==> config.mk <==
export PLATFORM = sky130hd
export DESIGN_NAME = jtdsp16_prog_loader_flat
export DESIGN_NICKNAME = d
export VERILOG_FILES = /design/src/rtl/jtdsp16_prog_loader_if.sv /design/src/rtl/jtdsp16_prog_loader.sv /design/src/flat_wrapper.sv
export SDC_FILE = /design/constraint.sdc
export NUM_CORES = 1
export LEC_CHECK = 0
export ABC_AREA = 1
export CELL_PAD_IN_SITES_DETAIL_PLACEMENT = 1
export CELL_PAD_IN_SITES_GLOBAL_PLACEMENT = 1
export CORE_MARGIN = 2
export CORE_UTILIZATION = 30
export DETAILED_ROUTE_END_ITERATION = 16
export DONT_BUFFER_PORTS = 1
export PLACE_DENSITY = 0.6
export SETUP_SLACK_MARGIN = 0.4
export SLEW_MARGIN = 20
export SYNTH_ARGS = -nofsm -noshare
export SYNTH_HDL_FRONTEND = slang
export SYNTH_SLANG_ARGS = --single-unit
==> constraint.sdc <==
create_clock -name clk -period 3.3 [get_ports clk]
set_input_delay 0.33 -clock clk [delete_from_list [all_inputs] [get_ports clk]]
set_output_delay 0.33 -clock clk [all_outputs]
set_load 0.05 [all_outputs]
==> src/rtl/jtdsp16_prog_loader_if.sv <==
// Download-stream / ROM-programming bus between the system downloader and
// jtdsp16_prog_loader.
//   dl_en      download session active
//   dl_addr    byte address of the current download byte
//   dl_data    download byte
//   dl_wr      one-cycle strobe qualifying dl_addr/dl_data
//   prog_addr  word address into the DSP16 internal ROM
//   prog_data  16-bit word for the DSP16 internal ROM
//   prog_we    one-cycle ROM write strobe
// master = download side, slave = loader.
interface jtdsp16_prog_loader_if #(
  parameter int AW = 12
);
  logic          dl_en;
  logic [24:0]   dl_addr;
  logic [7:0]    dl_data;
  logic          dl_wr;
  logic [AW-1:0] prog_addr;
  logic [15:0]   prog_data;
  logic          prog_we;

  modport master (
    output dl_en, dl_addr, dl_data, dl_wr,
    input  prog_addr, prog_data, prog_we
  );

  modport slave (
    input  dl_en, dl_addr, dl_data, dl_wr,
    output prog_addr, prog_data, prog_we
  );
endinterface

==> src/rtl/jtdsp16_prog_loader.sv <==
// jtdsp16_prog_loader
// Turns the byte-wide system download stream into 16-bit writes on the DSP16
// internal-ROM programming port. Byte pairs are assembled into words, bytes
// outside the DSP ROM window are filtered, and the DSP is held in reset while
// a load is in progress.
// Ports:
//   clk       system clock
//   rst       synchronous reset, active-low
//   bus       download stream in (dl_*), ROM programming port out (prog_*)
//   dsp_rst   active-high reset to jtdsp16 until the image is complete
//   done      image complete; stays high until the next dl_en rise
//   ovf       sticky: an in-window byte beyond the 2^AW word ROM was dropped
//   checksum  modulo-2^16 sum of every word written through prog_we
module jtdsp16_prog_loader #(
  parameter logic [24:0] ROM_START = 25'h0,
  parameter bit          BIG_END   = 1'b1,
  parameter int          AW        = 12
) (
  input  logic                        clk,
  input  logic                        rst,
  jtdsp16_prog_loader_if.slave        bus,
  output logic                        dsp_rst,
  output logic                        done,
  output logic                        ovf,
  output logic [15:0]                 checksum
);

  typedef enum logic [1:0] {IDLE, EMPTY, HALF, DONE} state_t;

  // Window size in bytes: two bytes per ROM word.
  localparam logic [24:0] WIN = 25'd2 << AW;

  state_t        state;
  logic          dl_en_p1;
  logic [7:0]    hold_byte;
  logic [AW-1:0] hold_idx;
  // Single-entry queue for an orphan odd byte that arrives while a held
  // half word still has to be flushed in the same cycle.
  logic          q_vld;
  logic [AW-1:0] q_idx;
  logic [15:0]   q_word;

  logic [24:0]   offs;
  logic          above;
  logic          in_win;
  logic          top_hit;
  logic          odd;
  logic          acc;
  logic          rise;
  logic [AW-1:0] idx;

  function automatic logic [15:0] pack_word(input logic [7:0] ev, input logic [7:0] od);
    if (BIG_END) return {ev, od};
    else         return {od, ev};
  endfunction

  assign offs    = bus.dl_addr - ROM_START;
  assign above   = bus.dl_addr >= ROM_START;
  assign in_win  = above && (offs < WIN);
  assign top_hit = above && !(offs < WIN);
  assign odd     = offs[0];
  assign idx     = offs[AW:1];
  assign acc     = bus.dl_wr & bus.dl_en;
  assign rise    = bus.dl_en & ~dl_en_p1;

  always_ff @(posedge clk) begin
    if (!rst) begin
      state         <= IDLE;
      // Treat dl_en as already high so that a session left running across
      // reset is only restarted by a genuine new rising edge.
      dl_en_p1      <= 1'b1;
      bus.prog_we   <= 1'b0;
      bus.prog_addr <= '0;
      bus.prog_data <= 16'h0;
      dsp_rst       <= 1'b1;
      done          <= 1'b0;
      ovf           <= 1'b0;
      checksum      <= 16'h0;
      hold_byte     <= 8'h0;
      hold_idx      <= '0;
      q_vld         <= 1'b0;
      q_idx         <= '0;
      q_word        <= 16'h0;
    end else begin
      dl_en_p1    <= bus.dl_en;
      bus.prog_we <= 1'b0;
      if (bus.prog_we) checksum <= checksum + bus.prog_data;

      case (state)
        IDLE: begin
          dsp_rst <= 1'b1;
          if (rise) begin
            state    <= EMPTY;
            done     <= 1'b0;
            ovf      <= 1'b0;
            checksum <= 16'h0;
          end
        end

        EMPTY: begin
          if (!bus.dl_en) begin
            if (q_vld) begin
              bus.prog_we   <= 1'b1;
              bus.prog_addr <= q_idx;
              bus.prog_data <= q_word;
            end
            q_vld   <= 1'b0;
            state   <= DONE;
            done    <= 1'b1;
            dsp_rst <= 1'b0;
          end else begin
            if (acc && top_hit) ovf <= 1'b1;
            // A queued orphan always takes this cycle's write slot.
            if (q_vld) begin
              bus.prog_we   <= 1'b1;
              bus.prog_addr <= q_idx;
              bus.prog_data <= q_word;
            end
            if (acc && in_win && !odd) begin
              hold_byte <= bus.dl_data;
              hold_idx  <= idx;
              q_vld     <= 1'b0;
              state     <= HALF;
            end else if (acc && in_win && odd) begin
              if (q_vld) begin
                q_idx  <= idx;
                q_word <= pack_word(8'h00, bus.dl_data);
              end else begin
                bus.prog_we   <= 1'b1;
                bus.prog_addr <= idx;
                bus.prog_data <= pack_word(8'h00, bus.dl_data);
              end
            end else begin
              q_vld <= 1'b0;
            end
          end
        end

        HALF: begin
          if (!bus.dl_en) begin
            bus.prog_we   <= 1'b1;
            bus.prog_addr <= hold_idx;
            bus.prog_data <= pack_word(hold_byte, 8'h00);
            state         <= DONE;
            done          <= 1'b1;
            dsp_rst       <= 1'b0;
          end else begin
            if (acc && top_hit) ovf <= 1'b1;
            if (acc && in_win) begin
              bus.prog_we   <= 1'b1;
              bus.prog_addr <= hold_idx;
              if (!odd) begin
                bus.prog_data <= pack_word(hold_byte, 8'h00);
                hold_byte     <= bus.dl_data;
                hold_idx      <= idx;
              end else if (idx == hold_idx) begin
                bus.prog_data <= pack_word(hold_byte, bus.dl_data);
                state         <= EMPTY;
              end else begin
                bus.prog_data <= pack_word(hold_byte, 8'h00);
                q_vld         <= 1'b1;
                q_idx         <= idx;
                q_word        <= pack_word(8'h00, bus.dl_data);
                state         <= EMPTY;
              end
            end
          end
        end

        DONE: begin
          if (rise) begin
            state    <= EMPTY;
            done     <= 1'b0;
            dsp_rst  <= 1'b1;
            ovf      <= 1'b0;
            checksum <= 16'h0;
          end
        end

        default: state <= IDLE;
      endcase
    end
  end

endmodule
==> src/flat_wrapper.sv <==
// flat-port wrapper written by rule: the top's interface ports become plain ports
module jtdsp16_prog_loader_flat 
#(
  parameter logic [24:0] ROM_START = 25'h0,
  parameter bit          BIG_END   = 1'b1,
  parameter int          AW        = 12
)
  (clk, rst, dsp_rst, done, ovf, checksum, bus_dl_en, bus_dl_addr, bus_dl_data, bus_dl_wr, bus_prog_addr, bus_prog_data, bus_prog_we);
  jtdsp16_prog_loader_if #(.AW(AW)) bus_i ();
  input  logic clk;
  input  logic rst;
  output logic dsp_rst;
  output logic done;
  output logic ovf;
  output logic [15:0] checksum;
  input wire logic [$bits(bus_i.dl_en)-1:0] bus_dl_en;
  input wire logic [$bits(bus_i.dl_addr)-1:0] bus_dl_addr;
  input wire logic [$bits(bus_i.dl_data)-1:0] bus_dl_data;
  input wire logic [$bits(bus_i.dl_wr)-1:0] bus_dl_wr;
  output wire logic [$bits(bus_i.prog_addr)-1:0] bus_prog_addr;
  output wire logic [$bits(bus_i.prog_data)-1:0] bus_prog_data;
  output wire logic [$bits(bus_i.prog_we)-1:0] bus_prog_we;
  assign bus_i.dl_en = bus_dl_en;
  assign bus_i.dl_addr = bus_dl_addr;
  assign bus_i.dl_data = bus_dl_data;
  assign bus_i.dl_wr = bus_dl_wr;
  assign bus_prog_addr = bus_i.prog_addr;
  assign bus_prog_data = bus_i.prog_data;
  assign bus_prog_we = bus_i.prog_we;
  jtdsp16_prog_loader #(.ROM_START(ROM_START), .BIG_END(BIG_END), .AW(AW)) u_core (.clk(clk), .rst(rst), .bus(bus_i), .dsp_rst(dsp_rst), .done(done), .ovf(ovf), .checksum(checksum));
endmodule
[After elaboration in Yosys (flattened, before gate mapping)]
Cells that the tools add are included.
Cells by class
  add/sub/neg operators: 1
  $mul: 0
  divide/modulo/power cells: 0
  $lt $le $gt $ge: 2
  equal/unequal tests: 23
  shift-type cells: 0
  multiplexer cells: 83
  bitwise operators: 3
  reduce and logical (&&, ||, !) cells: 20
Operator list (count)
  two-way mux 16 bit: 18
  two-way mux 12 bit: 20
  case mux 12 bit (2 select lines): 3
  case mux 16 bit (2 select lines): 2
  two-way mux 8 bit: 7
  greater-or-equal comparator 25 x 1 -> 1 bit, second input constant: 1
  < comparator 25 x 14 -> 1 bit, second input constant: 1
  two-way mux 1 bit: 20
  adder 16 bit: 1
  inequality test 2 x 1 -> 1 bit, second input constant: 8
  case mux 8 bit (2 select lines): 1
  inequality test 2 bit, second input constant: 7
  == test 12 bit: 1
  two-way mux 2 bit: 6
  AND reduction 6 bit: 2
  AND reduction 9 bit: 1
  case mux 1 bit (2 select lines): 4
  logical AND 1 bit: 6
  inequality test 3 x 2 -> 1 bit, second input constant: 2
  case mux 2 bit (3 select lines): 1
  AND reduction 2 bit: 3
  == test 2 bit, second input constant: 2
  inequality test 4 x 3 -> 1 bit, second input constant: 1
  AND reduction 4 bit: 1
  other kinds (10): 13
Storage, ports and cells
  bits in registers: 100
  latch bits: 0
  memory bits (writable): 0
  ROM bits: 0
  bits of input ports: 37
  output and inout port bits: 48
  word-level logic and storage cells: 146
  memories kept: 0

[Logic depth before layout (Yosys ltp)]
  word-level depth: 8
  gate-level depth with buffers: 12
  depth with buffers taken out: 12

[Worst setup path after synthesis]
No wires, ideal clock.
  kind: register -> register
  start point: register u_core.bus.prog_data[2]
  end point: register u_core.checksum[11]
  setup time: 0.113 ns
  arrival time: 1.846 ns
  required time: 3.187 ns
  setup slack: 1.341 ns
  cell stages (with the launch flop): 12
  path buffers: 0
  clock period less this slack: 1.959 ns
  cell sequence: dfxtp_1 > ha_1 > a21oi_1 > nand2_1 > nand2_1 > nand2_1 > inv_1 > nor2_1 > o21ai_0 > nand2_1 > o21ai_1 > inv_1
Between the ends
  word-level cells in the longest chain between the ends: 4
RTL lines
  from (decl): RTL line jtdsp16_prog_loader_if.sv:29  | output prog_addr, prog_data, prog_we
  from (signal assigned): RTL line jtdsp16_prog_loader.sv:105  | bus.prog_data <= q_word;
  from (signal assigned): RTL line jtdsp16_prog_loader.sv:117  | bus.prog_data <= q_word;
  from (signal assigned): RTL line jtdsp16_prog_loader.sv:131  | bus.prog_data <= pack_word(8'h00, bus.dl_data);
  adder 16 bit (*): RTL line jtdsp16_prog_loader.sv:87  | if (bus.prog_we) checksum <= checksum + bus.prog_data;
  two-way mux 16 bit (*): RTL line jtdsp16_prog_loader.sv:87
  two-way mux 16 bit: RTL line jtdsp16_prog_loader.sv:92, jtdsp16_prog_loader.sv:171
  two-way mux 16 bit (*)
  to (signal assigned): RTL line jtdsp16_prog_loader.sv:87
  to (decl): RTL line jtdsp16_prog_loader.sv:25  | output logic [15:0] checksum
Every way passes the cells marked *; elsewhere a longest branch is shown, timed or not.
A chain may end at the register's enable or synchronous reset.

[Final worst setup path]
  start point: register u_core.state[1]
  end point: register u_core.bus.prog_data[7]
Between the ends
  word-level cells in the longest chain between the ends: 3
  elaborated cells between the ends (all ways): 6
  those cells by class: 3 x eq/ne; 1 x mux; 2 x reduce/logical
RTL lines
  from (decl): RTL line jtdsp16_prog_loader.sv:33  | state_t state;
  from (signal assigned): RTL line jtdsp16_prog_loader.sv:68  | state <= IDLE;
  from (signal assigned): RTL line jtdsp16_prog_loader.sv:93  | state <= EMPTY;
  from (signal assigned): RTL line jtdsp16_prog_loader.sv:108  | state <= DONE;
  == test 2 bit or == test 2 x 1 -> 1 bit (tied branches)
  inequality test 3 x 2 -> 1 bit (no source line) or nonzero test 2 bit (tied branches)
  AND reduction 2 bit (no source line)
Several ways; a longest one is shown, not always the timed one.

==> results.md <==
* RePlAce Congestion at 0.840
* Hold Startpoint: bus_dl_addr[4]
* NetSw at 1.79 mW
* Relative slew slack at 0.412
* TritonCTS clock tree: built
* Detailed-route via count at 5340
* Vias in the first global route at 5574
* Antenna diodes at 0
* Status: complete, no violations
* H-tree levels at 3
* Comb power frac at 0.371
* XOR/XNOR Fraction of Synth Area at 0.0115
* Sequential area share after synthesis at 0.344
* Placed instance count at 1058
* Clk buf depth at 2
* Final setup viols at 0
* Pleak at 2.69 nW
* Resized Gates After CTS at 0
* Pre-CTS setup slack at 784 ps
* Max cap viols at 0
* Total core area at 17400 um^2
* Post-CTS Repair Setup Buffers at 0
* Clk pin slew, worst setup/hold paths at 70 ps
* Remaining Overflow, GRT at 0
* Multi-input logic area at 3030 um^2
* Cts hold-fix bufs at 0
* Syn Area/Cell at 6.31 um^2
* Clk_lat worst skew at 350 ps
* PD cells at 710 nW/um^2
* Fillers at 2263
* Peak supply drop at 312 uV
* Post-Route WL at 17800 um
* R2R Path Start: u_core.state[1]
* Reg2reg end: u_core.bus.prog_data[7]
* Power, Total at 4.22 mW
* Area Overhead vs Synth at 10.8%
* Yosys reg bits at 92
* Setup crit end: u_core.bus.prog_data[7]
* Register area at 1840 um^2
* Worst setup SP type: flop
* Cell internal pwr at 2.43 mW
* Synth Cell Area at 5350 um^2
* Synth top area share at 0.344
* Reg2Reg Depth at 7
* Initial antenna violation count at 0
* Synth top area cells: dfxtp_1, nand2_1, nor2_1, a21oi_1, inv_1
* Initial core utilization at 0.308
* CP Max Fanout at 16
* Worst-case clock skew at 5.94 ps
* Distinct cell type count after synthesis at 37
* Slew Viols, Final at 0
* Fin crit period at 2490 ps
* DP HPWL at 13100 um
* Non-Filler Instances at 1074
* Final period utilization at 0.754
* Residual DRC at 0
* Syn_nets at 904
* Main combinational cell family by area after synthesis: simple AND/OR/NAND/NOR gates
* CP required at 3590 ps
* Clock tree root buffer cell: clkbuf_16
* Post-Place Cell Area at 5640 um^2
* First-pass GRT wire length at 28600 um
* Vias per cell at 4.97
* Post-route setup slack at 810 ps
* Drt initial violations at 205
* Fin. Hold Viols at 0
* R2R setup slack at 810 ps
* Worst hold margin at 108 ps
* DR pass1 iterations at 6
* Die Y at 138 um
* Synthesis Warnings at 0
* Finished layout cell area at 5930 um^2
* Simple-gate share of the synthesized area at 0.357
* Post-synthesis adder-cell area fraction at 0.0458
* # nets final at 900
* Largest net degree at the start of global routing at 53
* FMAX at 0.402 GHz
* Net Sw Frac at 0.424
* RSZ-0062 raised after global routing: no
* Final ANT Viol Nets at 0
* Compound-cell area share of the yosys netlist at 0.152
* Flop pwr share at 0.373
* Yosys top cell by area: dfxtp_1
* Die X at 138 um
* Worst slew pin tran at 881 ps
* Boundary Pins at 85
* WL per Instance at 16.6 um
* Layout Utilization at 0.342
* Die ar. at 18900 um^2
* Most frequent cells in the layout: nand2_1, nor2_1, dfxtp_1
* Worst Setup End Kind: flop
* Cell row count at 48
* Setup_tns at 0 ps
* Clock network fraction of total power at 0.256
* Critical Path AT at 2780 ps
* Setup CP Type: reg2reg
* IO Port Bufs at 0
* Mux contribution to synthesized area at 0
* CTS sink count at 92
* Share of layout cells above drive strength 1 at 0.0624
* Crit path launch: u_core.state[1]
* Total Routing Usage GR at 0.196
* Inserted Clock Buffers at 9
* Commonest non-fill, non-tap cell in the layout: nand2_1
* HP Class: in2reg
* Cells after Synth at 848
==> area by class of cell <==
cell class / instances / area share
inverters: 83 / 0.0527
clock inverters: 1 / 0.00506
flip-flops and latches: 92 / 0.310
repair buffers: 23 / 0.0291
well taps: 225 / 0.0474
clock buffers: 15 / 0.0451
multi-input cells: 635 / 0.510
==> synthesized netlist by cell type <==
cell type and number:
nand2_1 209, nor2_1 167, dfxtp_1 92, inv_1 78, a21oi_1 60, o21ai_0 46, o21ai_1 34, nand3_1 26
nand4_1 23, clkbuf_1 20, ha_1 18, buf_2 14, and2_1 12, nor3_1 7, inv_2 4, o211ai_1 4
or2_2 4, xnor2_1 4, buf_4 3, xor2_1 3, nand3_2 2, nor2_4 2, o21bai_1 2, a211oi_1 1
a21o_1 1, a21oi_2 1, a32o_1 1, buf_1 1, clkinv_2 1, fa_1 1, nand2_4 1, nand3b_1 1
nand4_4 1, o2111ai_1 1, o2111ai_2 1, o21ai_2 1, or2_1 1
==> worst min-delay path by stage <==
stage	endpoint	slack, ps	cells past startpoint
floorplan	u_core.bus.prog_data[10]	440	2
global placement	u_core.dl_en_p1	410	1
detailed placement	u_core.dl_en_p1	410	1
CTS	u_core.dl_en_p1	40	1
global route	u_core.dl_en_p1	50	1
finish	u_core.hold_idx[3]	110	2
==> flip-flops by register name (all words and copies together) (netlist names) <==
signal and flops:
u_core.q_vld 1, u_core.q_idx 12, u_core.done 1, u_core.bus.prog_we 1, u_core.q_word 8, u_core.hold_byte 8, u_core.ovf 1, u_core.checksum 16
u_core.state 2, u_core.hold_idx 12, u_core.bus.prog_addr 12, u_core.bus.prog_data 16, u_core.dsp_rst 1, u_core.dl_en_p1 1
==> logic make-up after synthesis <==
logic type | after synthesis
XOR/XNOR | 7
flip-flops | 92
adder cells (fa/ha/maj) | 19
AND/OR/NAND/NOR | 456
buffers and inverters | 121
AO/OA/AOI/OAI | 153
==> critical path, cell delays in order, from the launching register on <==
cell and delay, ps:
dfxtp_1 390, ha_1 640, inv_2 320, nor3_1 280
nand4_1 390, o21ai_1 270, nor2_1 60, nor2_1 70
==> layer usage <==
metal	global-route usage	part of all wire	vias to the layer above	wire length, um
met5	0	0	-	0
met4	0.0647	0.016	0	293
met3	0.0471	0.046	17	817
met2	0.366	0.51	82	9110
met1	0.215	0.43	2540	7630
li1	-	-	2701	-
==> power groups by stage <==
| stage | sequential [mW] | combinational [mW] | clock [mW] |
|---|---|---|---|
| after floorplan | 1.63 | 1.15 | 0 |
| final | 1.57 | 1.57 | 1.08 |
| after global placement | 1.59 | 1.51 | 0 |
| after global routing | 1.59 | 1.80 | 1.15 |
| after CTS | 1.57 | 1.59 | 1.11 |
| after detailed placement | 1.60 | 1.58 | 0 |
Power figures use the tool's default switching activity.
